File: src/rtl/cnn_pkg.sv
// cnn_pkg: shared Q8.8 element type and signed max helper for the CNN pipeline stages.
package cnn_pkg;
    localparam int DATA_W = 16;
    localparam int FRAC_BITS = 8;
    typedef logic signed [DATA_W-1:0] data_t;
    function automatic data_t smax(input data_t a, input data_t b);
        return (a > b) ? a : b;
    endfunction
endpackage

File: src/rtl/maxpool2d_rowbuf.sv
// pool_rowbuf: simple-dual-port register array holding one row of horizontal maxima.
// Asynchronous read so the odd-row beat can combine with its partner in the same cycle.
module pool_rowbuf
    import cnn_pkg::*;
#(
    parameter int DEPTH = 31,
    parameter int AW = DEPTH > 1 ? $clog2(DEPTH) : 1
) (
    input  logic          clk,
    input  logic          we,
    input  logic [AW-1:0] waddr,
    input  data_t         wdata,
    input  logic [AW-1:0] raddr,
    output data_t         rdata
);
    data_t mem [DEPTH];
    always_ff @(posedge clk)
        if (we) mem[waddr] <= wdata;
    assign rdata = mem[raddr];
endmodule

File: src/rtl/maxpool2d.sv
// maxpool2d: streaming 2x2 stride-2 max pool with optional ReLU over channel-major frames.
module maxpool2d
    import cnn_pkg::*;
#(
    parameter int IN_WIDTH = 62,
    parameter int IN_HEIGHT = 62,
    parameter int NUM_CHANNELS = 30,
    parameter int DATA_W = cnn_pkg::DATA_W,
    parameter bit RELU_EN = 1'b1
) (
    input  logic                     clk,
    input  logic                     reset,
    input  logic                     in_valid,
    output logic                     in_ready,
    input  logic signed [DATA_W-1:0] in_data,
    output logic                     out_valid,
    input  logic                     out_ready,
    output logic signed [DATA_W-1:0] out_data,
    output logic                     frame_done
);
    localparam int OUT_W = IN_WIDTH / 2;
    localparam int OUT_H = IN_HEIGHT / 2;
    localparam int XW = IN_WIDTH > 1 ? $clog2(IN_WIDTH) : 1;
    localparam int YW = IN_HEIGHT > 1 ? $clog2(IN_HEIGHT) : 1;
    localparam int CW = NUM_CHANNELS > 1 ? $clog2(NUM_CHANNELS) : 1;
    localparam int AW = OUT_W > 1 ? $clog2(OUT_W) : 1;
    logic [XW-1:0] x;
    logic [YW-1:0] y;
    logic [CW-1:0] c;
    data_t hold, hmax, rd, pooled, res;
    logic acc, x_end, y_end, c_end, skip, wr, ld, last, out_last;
    always_comb begin
        in_ready = !out_valid || out_ready;
        acc = in_valid && in_ready;
        x_end = x == XW'(IN_WIDTH - 1);
        y_end = y == YW'(IN_HEIGHT - 1);
        c_end = c == CW'(NUM_CHANNELS - 1);
        // trailing column/row of an odd dimension has no 2x2 partner
        skip = (IN_WIDTH % 2 == 1 && x_end) || (IN_HEIGHT % 2 == 1 && y_end);
        hmax = smax(hold, in_data);
        pooled = smax(rd, hmax);
        res = (RELU_EN && pooled < 0) ? '0 : pooled;
        wr = acc && x[0] && !y[0] && !skip;
        ld = acc && x[0] && y[0] && !skip;
        last = c_end && y == YW'(2 * OUT_H - 1) && x == XW'(2 * OUT_W - 1);
    end
    pool_rowbuf #(.DEPTH(OUT_W), .AW(AW)) u_rowbuf (
        .clk(clk),
        .we(wr),
        .waddr(AW'(x >> 1)),
        .wdata(hmax),
        .raddr(AW'(x >> 1)),
        .rdata(rd)
    );
    always_ff @(posedge clk or posedge reset) begin
        if (reset) begin
            x <= '0;
            y <= '0;
            c <= '0;
            hold <= '0;
            out_valid <= 1'b0;
            out_data <= '0;
            out_last <= 1'b0;
            frame_done <= 1'b0;
        end else begin
            frame_done <= out_valid && out_ready && out_last;
            if (acc) begin
                x <= x_end ? '0 : x + XW'(1);
                if (x_end) y <= y_end ? '0 : y + YW'(1);
                if (x_end && y_end) c <= c_end ? '0 : c + CW'(1);
                if (!x[0]) hold <= in_data;
            end
            if (ld) begin
                out_valid <= 1'b1;
                out_data <= res;
                out_last <= last;
            end else if (out_ready) out_valid <= 1'b0;
        end
    end
endmodule

File: config.mk
export PLATFORM = sky130hd
export DESIGN_NAME = maxpool2d
export DESIGN_NICKNAME = d
export VERILOG_FILES = /design/src/rtl/cnn_pkg.sv /design/src/rtl/maxpool2d_rowbuf.sv /design/src/rtl/maxpool2d.sv
export SDC_FILE = /design/constraint.sdc
export NUM_CORES = 1
export LEC_CHECK = 0
export CAP_MARGIN = 0
export CORE_MARGIN = 2
export CORE_UTILIZATION = 50
export CTS_BUF_LIST = sky130_fd_sc_hd__clkbuf_8
export DETAILED_ROUTE_END_ITERATION = 7
export HOLD_SLACK_MARGIN = 0.05
export PLACE_DENSITY = 0.69
export RECOVER_POWER = 50
export SYNTH_ARGS = -nofsm -noshare
export SYNTH_HDL_FRONTEND = slang
export SYNTH_HIERARCHICAL = 1
export SYNTH_SLANG_ARGS = --single-unit
export TNS_END_PERCENT = 100
File: constraint.sdc
create_clock -name clk -period 4.8 [get_ports clk]
set_input_delay 0.96 -clock clk [delete_from_list [all_inputs] [get_ports clk]]
set_output_delay 0.96 -clock clk [all_outputs]
set_load 0.01 [all_outputs]
==> results of run 1 <==
-- per-layer routing --
metal	vias to the layer above	share of wire, %
li1	5639	-
met1	6567	43
met2	496	46
met3	97	8.0
met4	0	3.0
met5	-	0
-- stage by stage --
stage	instance area, um2	utilization (%)
final	26600	60.0
after global routing	26600	60.0
after CTS	26400	59.5
after global placement	24600	55.5
after detailed placement	24600	55.5
after floorplan	22800	-
-- registers in the layout, summed over array words and instances, names as in the netlist, 5 cells and up --
register / cells
u_rowbuf/mem: 496
hold: 16
out_data: 15
x: 6
y: 6
c: 5
-- layout make-up --
class | count | share of cell area (%)
inverter | 42 | 0.686
antenna | 1 | 0.00940
timing repair buffer | 207 | 6.39
tap | 592 | 2.78
clock buffer | 87 | 4.50
sequential | 547 | 60.8
clock inverter | 62 | 1.49
multi-input combinational | 637 | 23.4
-- where the power goes --
| part | internal (mW) | switching (mW) |
|---|---|---|
| Combinational | 2.28 | 3.13 |
| Sequential | 5.77 | 0.172 |
| Clock | 1.91 | 1.79 |
| Total | 9.96 | 5.09 |
-- synthesized netlist by cell type, types with 6 or more instances --
| cell | count | area [um2] |
|---|---|---|
| and3_1 | 6 | 37.5 |
| edfxtp_1 | 496 | 14900 |
| buf_2 | 19 | 95.1 |
| dfrtp_1 | 51 | 1280 |
| a21oi_1 | 15 | 75.1 |
| mux4_2 | 87 | 1960 |
| ha_1 | 36 | 450 |
| nor2_1 | 66 | 248 |
| o22ai_1 | 22 | 138 |
| mux2_2 | 35 | 394 |
| nand4_1 | 11 | 68.8 |
| inv_1 | 42 | 158 |
| o21ai_0 | 46 | 230 |
| a22oi_1 | 23 | 173 |
| clkbuf_1 | 18 | 67.6 |
| a221o_1 | 15 | 150 |
| buf_6 | 11 | 124 |
| a22o_1 | 13 | 114 |
| a31oi_1 | 24 | 150 |
| nand2_1 | 72 | 270 |
| mux2i_1 | 40 | 400 |
| and2_1 | 16 | 100 |
| nand3_1 | 22 | 110 |
-- kinds of logic after synthesis --
| kind of cell | Yosys count | synth area share [%] |
|---|---|---|
| mux | 166 | 12.6 |
| fa+ha+maj | 36 | 1.99 |
| compound gates | 193 | 5.89 |
| xor+xnor | 5 | 0.194 |
| buf+inv | 102 | 2.64 |
| other cells | 1 | 0.0166 |
| simple gates | 236 | 5.13 |
| flops | 547 | 71.5 |
-- final timing paths --
path                                      from                  endpoint  slack (ps)
min                           y[5]$_DFFE_PP0P_          y[5]$_DFFE_PP0P_         500
min reg2reg                   y[5]$_DFFE_PP0P_          y[5]$_DFFE_PP0P_         500
max in group asynchronous                reset   out_data[5]$_DFFE_PP0P_        2000
max reg2reg                hold[1]$_DFFE_PP0P_  out_data[13]$_DFFE_PP0P_          90
min in group asynchronous                reset          c[2]$_DFFE_PP0P_        1150
max                                in_data[13]  out_data[13]$_DFFE_PP0P_          80
-- timing repair --
item / in CTS / in global routing
endpoints found under the hold margin: 0 / 0
setup endpoints to repair: 15 / 15
resized for setup: 32 / 65
buffers inserted: 12 / 18
pin swaps: 22 / 31
hold buffers: 0 / 0
-- cell usage in the layout (no fill, tap or decap), types with 39 or more instances in the layout --
cell type	count
mux2i_1	39
inv_1	52
mux4_2	87
buf_4	155
nand2_1	72
dfrtp_1	41
o21ai_0	45
clkbuf_8	87
nor2_1	62
edfxtp_1	496
==> results.toml, run 1 <==
[run_status]
status = "finished, final reports clean"

[detailed_routing]
drtAntennaViolNets = 0
drc = 0
routed-via-count = 12800
drt_wl_total_um = 53200
avgRoutedWirePerCell_um = 24.5
firstDrtPassIters = 5
drt-initial-drc-count = 1389
via_per_inst = 5.88

[setup_path]
reg2reg_depth = 20
crit_type = "in -> reg"
path_cells = "clkbuf_2, inv_2, ha_4, a21oi_2, nor2b_1, a2111o_1, o31a_1, nor2_4, buf_6, mux2_4, inv_2, ha_4, and3_4, nand4_1, nor2_2, nand2_1, a2111oi_2, nor2_1, o31a_4, nor3b_4, buf_6, a221o_1"
slowest_delay_ps = 400
crit_required_ps = 5330
cp_slowest_cell = "a2111o_1"
path_depth = 22
critPathBufInv = 5
crit_fanout = 8
crit_arrival_ps = 5250
cp-start-kind = "input port"
cpLargestDelayFamily = "compound AO/OA/AOI/OAI gates"
crit_path_end_kind = "flop"

[sta]
setup_ws_ps = 79.9
worst_pin_slew_ps = 1430
finalSetupViolations = 0
finalCritPeriodShare_pct = 98.3
hold-worst-slack_ps = 501
tns_ps = 0
hold_viol = 0
max_freq_mhz = 212
period_minus_slack_ps = 4720
skew_ps = 34.2
max-slew-margin-rel_pct = 4.59
rsz0062_at_grt = "yes"
report.final.slew_viol_count = 0

[floorplan]
fp.dieW_um = 217
core_mm2 = 0.0444
num_rows = 77
ios = 39
die_h_um = 217
initial_core_util_pct = 50.9
die_area_mm2 = 0.0470

[pwr]
power.density_mw_per_mm2 = 565
p_leak_nw = 9.42
p_total_mw = 15.0
max-vdd-ir-drop_mv = 0.394

[grt]
grtUsageTotal_pct = 23.1
antenna_found_initial = 1
grt_pass1_vias = 12700
overflow = 0
grtUsageMet2_pct = 34.6
grt_pass1_wl_um = 79100
grt-busiest-layer = "met2"
use_met1_pct = 33.3
grt_use_met3_pct = 5.57
grt_max_degree = 34

[placement]
gp_congestion = 0.879
dpl.cell_count = 1996
hpwlAfterDp_um = 33700
pre_cts_slack_ps = -1080
portBuffers = 37

[logic_synthesis]
yosysUniqueCellTypes = 65
synth_edf_count = 496
ys_ff_latch = 547
async_flop_share_pct = 9.32
avgSynthCellArea_um2 = 17.6
synth_nets = 1342
synthCells = 1286
synth_area_mm2 = 0.0226
synth_ff_type = "edfxtp_1"
ys_seq_area_share_pct = 71.5
yosysWarnings = 6

[clocking]
htreeDepth = 3
cts_made_buffers = 86
path_clk_slew_ps = 60
worstSkewPairLatency_ps = 680
tritoncts = "yes"
root_buffer = "clkbuf_8"
clock-sinks = 547
clock_path_buffers = 3

[layout]
seqCellArea_mm2 = 0.0162
fillCellCount = 3245
drive_gt1_share_pct = 30.9
area_growth_pct = 17.8
final_cells = 2175
fin_nets = 1577
multi_input_area_mm2 = 0.00622

[min_path]
hold_depth = 1
hp-class = "reg -> reg"

[job]
drv_cap = 0
Power figures use the tool's default switching activity.
==> run 2, diff against run 1 <==
--- a/config.mk
+++ b/config.mk
@@ -6,6 +6,7 @@
 export NUM_CORES = 1
 export LEC_CHECK = 0
 export CAP_MARGIN = 0
+export CORE_ASPECT_RATIO = 1.5
 export CORE_MARGIN = 2
 export CORE_UTILIZATION = 50
 export CTS_BUF_LIST = sky130_fd_sc_hd__clkbuf_8
==> run 2 against run 1 <==
Effect of this change:
- the run now ends with capacitance limit, slew limit left
- non-clock buffer count up 20
- final cell count down 0.18%
- routed wire length up 4.1%
- count of clock-buffer cells in the layout down 8
- total power up 0.28%
- register-to-register slack better by 30 ps
- highest routed layer unchanged
==> results.toml, run 2 (same netlist as run 1, synthesis figures left out) <==
[run_status]
status = "finished with violations"
failed_checks = "capacitance limit, slew limit"

[setup_path]
crit_required_ps = 5360
regToRegSetupSlack_ps = 120
reg2reg_to = "out_data[6]$_DFFE_PP0P_"
crit_type = "in -> reg"
crit_path_end_kind = "flop"
r2r-start = "hold[10]$_DFFE_PP0P_"
crit_fanout = 14
crit_arrival_ps = 5270
reg2reg_depth = 23
cp-start-kind = "input port"

[floorplan]
num_rows = 95
ios = 39
die_h_um = 264
fp.dieW_um = 178
die_area_mm2 = 0.0470
core_mm2 = 0.0447
initial_core_util_pct = 50.6

[layout]
largest_reg_flops = 496
largest_register = "u_rowbuf/mem"
final_common_cell = "edfxtp_1"
fin_nets = 1586
drive_gt1_share_pct = 31.3
post-route-util_pct = 59.7
final_cell_mix = "edfxtp_1, buf_4, mux4_2"
area_growth_pct = 17.9
final_cells = 2171
reg_top3 = "u_rowbuf/mem: 496 flops, hold: 16 flops, out_data: 15 flops"

[clocking]
tritoncts = "yes"
htreeDepth = 3
clock-sinks = 547
cts_made_buffers = 75
path_clk_slew_ps = 70
root_buffer = "clkbuf_8"
cts_hold_buf = 0
worstSkewPairLatency_ps = 630
clock_path_buffers = 3

[placement]
pre_cts_slack_ps = -1210
portBuffers = 37
hpwlAfterDp_um = 36400
dpl.cell_count = 2009
gp_congestion = 0.906

[job]
drv_cap = 2

[grt]
grtUsageTotal_pct = 24.2
grt_max_degree = 52
grt_pass1_wl_um = 82400
antenna_found_initial = 1
overflow = 0
grt_pass1_vias = 13600

[sta]
skew_ps = 29.0
finalCritPeriodShare_pct = 98.1
setup_ws_ps = 92.9
period_minus_slack_ps = 4710
rsz0062_at_grt = "yes"
worst_pin_slew_ps = 2880
finalSetupViolations = 0
max-slew-margin-rel_pct = -92.0
report.final.slew_viol_count = 85
max_freq_mhz = 212
hold_viol = 0

[detailed_routing]
firstDrtPassIters = 5
drtAntennaViolNets = 0
routed-via-count = 12800
drt_wl_total_um = 55400
drc = 0
via_per_inst = 5.89
drt-initial-drc-count = 1238
avgRoutedWirePerCell_um = 25.5

[pwr]
p_leak_nw = 9.45
power.density_mw_per_mm2 = 566
max-vdd-ir-drop_mv = 0.443

[min_path]
whs_endpoint = "y[5]$_DFFE_PP0P_"
worstHoldStart = "y[5]$_DFFE_PP0P_"
hold_depth = 1
hp-class = "reg -> reg"
-- run 2: cell types whose count changed in the layout (fill, tap and decap cells not counted), sizes merged --
| cell | delta |
|---|---|
| buf | +23 |
| bufinv | +1 |
| clkbuf | -11 |
| clkinvlp | +1 |
| dlygate4sd2 | +2 |
| dlymetal6s2s | -2 |
| inv | -8 |
-- run 2: how the worst max path moves through the flow --
stage | from | slack (ps) | endpoint | cells after the start
5_1_grt | hold[10]$_DFFE_PP0P_ | -50 | out_data[6]$_DFFE_PP0P_ | 23
3_3_place_gp | in_data[10] | -1020 | out_data[7]$_DFFE_PP0P_ | 22
4_1_cts | in_data[0] | -30 | out_data[12]$_DFFE_PP0P_ | 22
6_report | in_data[9] | 90 | out_data[6]$_DFFE_PP0P_ | 25
3_5_place_dp | in_data[10] | -1210 | out_data[4]$_DFFE_PP0P_ | 23
2_1_floorplan | in_data[10] | -330 | out_data[0]$_DFFE_PP0P_ | 21
-- run 2: critical path, stage by stage --
cell and delay, ps:
buf_4 120, inv_6 30, ha_4 250, nand4_1 180, buf_4 210, o41ai_4 350
inv_1 90, o31a_1 160, nor2_4 170, buf_12 150, mux2_4 320, inv_4 70
ha_4 130, and3_4 170, nand4_1 130, nor2_2 160, nand2_2 100, a2111oi_4 300
nor2_2 100, buf_4 150, o211ai_2 190, o31a_4 200, nor3b_4 240, buf_12 180
a221o_1 160
-- run 2: layout make-up --
type                    instances  area, um2
multi-input cells             637       6220
clock buffers                  79       1090
clock inverters                56        373
well taps                     582        728
diodes                          1       2.50
repair buffers                227       1890
fillers                      3358      18000
flip-flops and latches        547      16200
inverters                      42        188
-- run 2: timing repair --
action / 4_1_cts / 5_1_grt
endpoints found under the setup margin: 15 / 15
hold endpoints to repair: 0 / 0
gates resized for setup: 39 / 53
buffers inserted: 23 / 7
pin swaps: 20 / 24
-- run 2: power breakdown --
group	switching [mW]	total, mW	leakage [nW]	internal [mW]
registers	0.179	5.94	5.15	5.76
clock network	1.70	3.51	0.831	1.80
logic	3.24	5.64	3.47	2.39
-- run 2: stage by stage --
stage / hold WS [ps] / area (um2) / TNS [ps] / power, mW
after floorplan: 450 / 22800 / -4210 / 9.13
after global placement: 464 / 24800 / -15000 / 11.3
after detailed placement: 479 / 24800 / -17640 / 11.4
after CTS: 489 / 26600 / -70.8 / 15.1
after global routing: 530 / 26700 / -373 / 15.6
final: 502 / 26700 / 0 / 15.1
-- run 2: routing by layer --
layer	part of all wire [%]	GRT usage, %	up-vias
met5	0	0	-
met3	5.4	3.44	147
met4	6.3	14.7	0
met2	53	43.0	497
li1	-	-	5653
met1	35	27.3	6488
==> run 3, diff against run 2 <==
--- a/config.mk
+++ b/config.mk
@@ -11,8 +11,9 @@
 export CORE_UTILIZATION = 50
 export CTS_BUF_LIST = sky130_fd_sc_hd__clkbuf_8
 export DETAILED_ROUTE_END_ITERATION = 7
+export DONT_BUFFER_PORTS = 1
 export HOLD_SLACK_MARGIN = 0.05
-export PLACE_DENSITY = 0.69
+export PLACE_DENSITY = 0.68
 export RECOVER_POWER = 50
 export SYNTH_ARGS = -nofsm -noshare
 export SYNTH_HDL_FRONTEND = slang
==> run 3 against run 2 <==
Effect of this change:
- the flow still finishes with violations (capacitance limit, slew limit)
- sequential power down 0.7%
- utilization fell by 1.6 points
- count of clock-buffer cells in the layout fell by 1
- critical path depth fell by 5
- fmax up 0.15%
==> results.toml, run 3 (same netlist as run 1, synthesis figures left out) <==
[pwr]
p_total_mw = 15.1
switchingPower_mw = 5.17
power.internal_mw = 9.93
max-vdd-ir-drop_mv = 0.513
swShare_pct = 34.2
seq_power_share_pct = 39.1
pwr-share-comb_pct = 37.9
p_leak_nw = 9.00
p_clk_share_pct = 23.0
power.density_mw_per_mm2 = 581

[layout]
post-route-util_pct = 58.1
fin_nets = 1525
largest_register = "u_rowbuf/mem"
reg_top3 = "u_rowbuf/mem: 496 flops, hold: 16 flops, out_data: 15 flops"
stdcell_area_mm2 = 0.0260
largest_reg_flops = 496
final_common_cell = "edfxtp_1"
area_growth_pct = 14.8
drive_gt1_share_pct = 27.3
final_cell_mix = "edfxtp_1, buf_4, mux4_2"

[clocking]
worstSkewPairLatency_ps = 650
clock_path_buffers = 3
tritoncts = "yes"
clock-sinks = 547
cts_made_buffers = 75
htreeDepth = 3
path_clk_slew_ps = 70
root_buffer = "clkbuf_8"

[sta]
max_freq_mhz = 213
skew_ps = 34.7
hold_viol = 0
hold-worst-slack_ps = 252
finalSetupViolations = 0
report.final.slew_viol_count = 73
tns_ps = 0
max-slew-margin-rel_pct = -41.8
finalCritPeriodShare_pct = 97.9
worst_pin_slew_ps = 2130
period_minus_slack_ps = 4700

[floorplan]
die_area_mm2 = 0.0470
ios = 39
fp.dieW_um = 178
initial_core_util_pct = 50.6
die_h_um = 264
core_mm2 = 0.0447
num_rows = 95

[detailed_routing]
firstDrtPassIters = 5
via_per_inst = 6.00
drtAntennaViolNets = 0
avgRoutedWirePerCell_um = 26.2
drc = 0
drt-initial-drc-count = 1016
drt_wl_total_um = 55300
routed-via-count = 12700

[placement]
placed_cell_area_mm2 = 0.0245
gp_congestion = 0.861
hpwlAfterDp_um = 36500
portBuffers = 0

[run_status]
status = "finished with violations"
failed_checks = "capacitance limit, slew limit"

[grt]
grtUsageTotal_pct = 24.2
antenna_found_initial = 1
grt_max_degree = 40
grt_pass1_vias = 13200
grt_pass1_wl_um = 82100
overflow = 0

[setup_path]
crit_path_end_kind = "flop"
crit_type = "reg -> reg"
crit_fanout = 7
crit_required_ps = 5310
cp-start-kind = "flop"
cpLargestDelayFamily = "compound AO/OA/AOI/OAI gates"
critPathBufInv = 3
slowest_delay_ps = 430
path_cells = "ha_4, nand4_1, nor2_1, a2111o_1, o31a_1, nor2_4, buf_4, mux2_2, inv_1, ha_1, and3_4, nand4_1, nor2_4, nand2_2, a2111oi_4, nor2_2, o31a_4, nor3b_4, buf_6, a221o_1"
crit_arrival_ps = 5200
cp_slowest_cell = "dfrtp_1"

[min_path]
hp-class = "in -> async"

[job]
drv_cap = 2
[run 3: final timing paths]
check                               startpoint                  endpoint  slack (ps)  cells after the start
min in group clk                    in_data[0]       hold[0]$_DFFE_PP0P_         470                      2
max in group asynchronous                reset          x[1]$_DFFE_PP0P_        1890                      2
min                                      reset      hold[12]$_DFFE_PP0P_         250                      1
max reg2reg                hold[8]$_DFFE_PP0P_  out_data[12]$_DFFE_PP0P_         100                     20
min reg2reg                   y[5]$_DFFE_PP0P_          y[5]$_DFFE_PP0P_         480                      1
max                        hold[8]$_DFFE_PP0P_  out_data[12]$_DFFE_PP0P_         100                     20
[run 3: area by class of cell]
type                            instances  area (um2)
Timing Repair Buffer                  166        1360
Tap cell                              582         728
Clock buffer                           78        1070
Fill cell                            3435       18700
Inverter                               42         180
Antenna cell                            1        2.50
Clock inverter                         55         369
Sequential cell                       547       16200
Multi-Input combinational cell        637        6090
[run 3: power groups by stage]
stage | Sequential (mW) | Clock, mW | Combinational [mW]
finish | 5.90 | 3.47 | 5.73
CTS | 5.89 | 3.54 | 5.62
global route | 5.91 | 3.72 | 6.04
global placement | 5.98 | 0 | 5.51
floorplan | 5.95 | 0 | 3.19
detailed placement | 5.99 | 0 | 5.59
[run 3: per-layer routing]
metal	up-vias	GRT usage [%]	share of wire (%)	routed length, um
met5	-	0	0	0
met4	0	14.3	6.2	3420
met1	6437	27.1	34	18600
met3	141	4.04	6.5	3570
met2	564	43.0	54	29700
li1	5512	-	-	-
[run 3: stage by stage]
step / cells / setup WS [ps]
after floorplan: 1286 / -325
after global placement: 1966 / -498
after detailed placement: 1966 / -648
after CTS: 2103 / 21.3
after global routing: 2108 / -25.9
final: 2108 / 100
[run 3: what timing repair did]
item | CTS | global route
pin swaps | 5 | 12
setup buffers | 4 | 4
resized for setup | 2 | 16
hold buffers | 0 | 0
setup endpoints to repair | 14 | 15
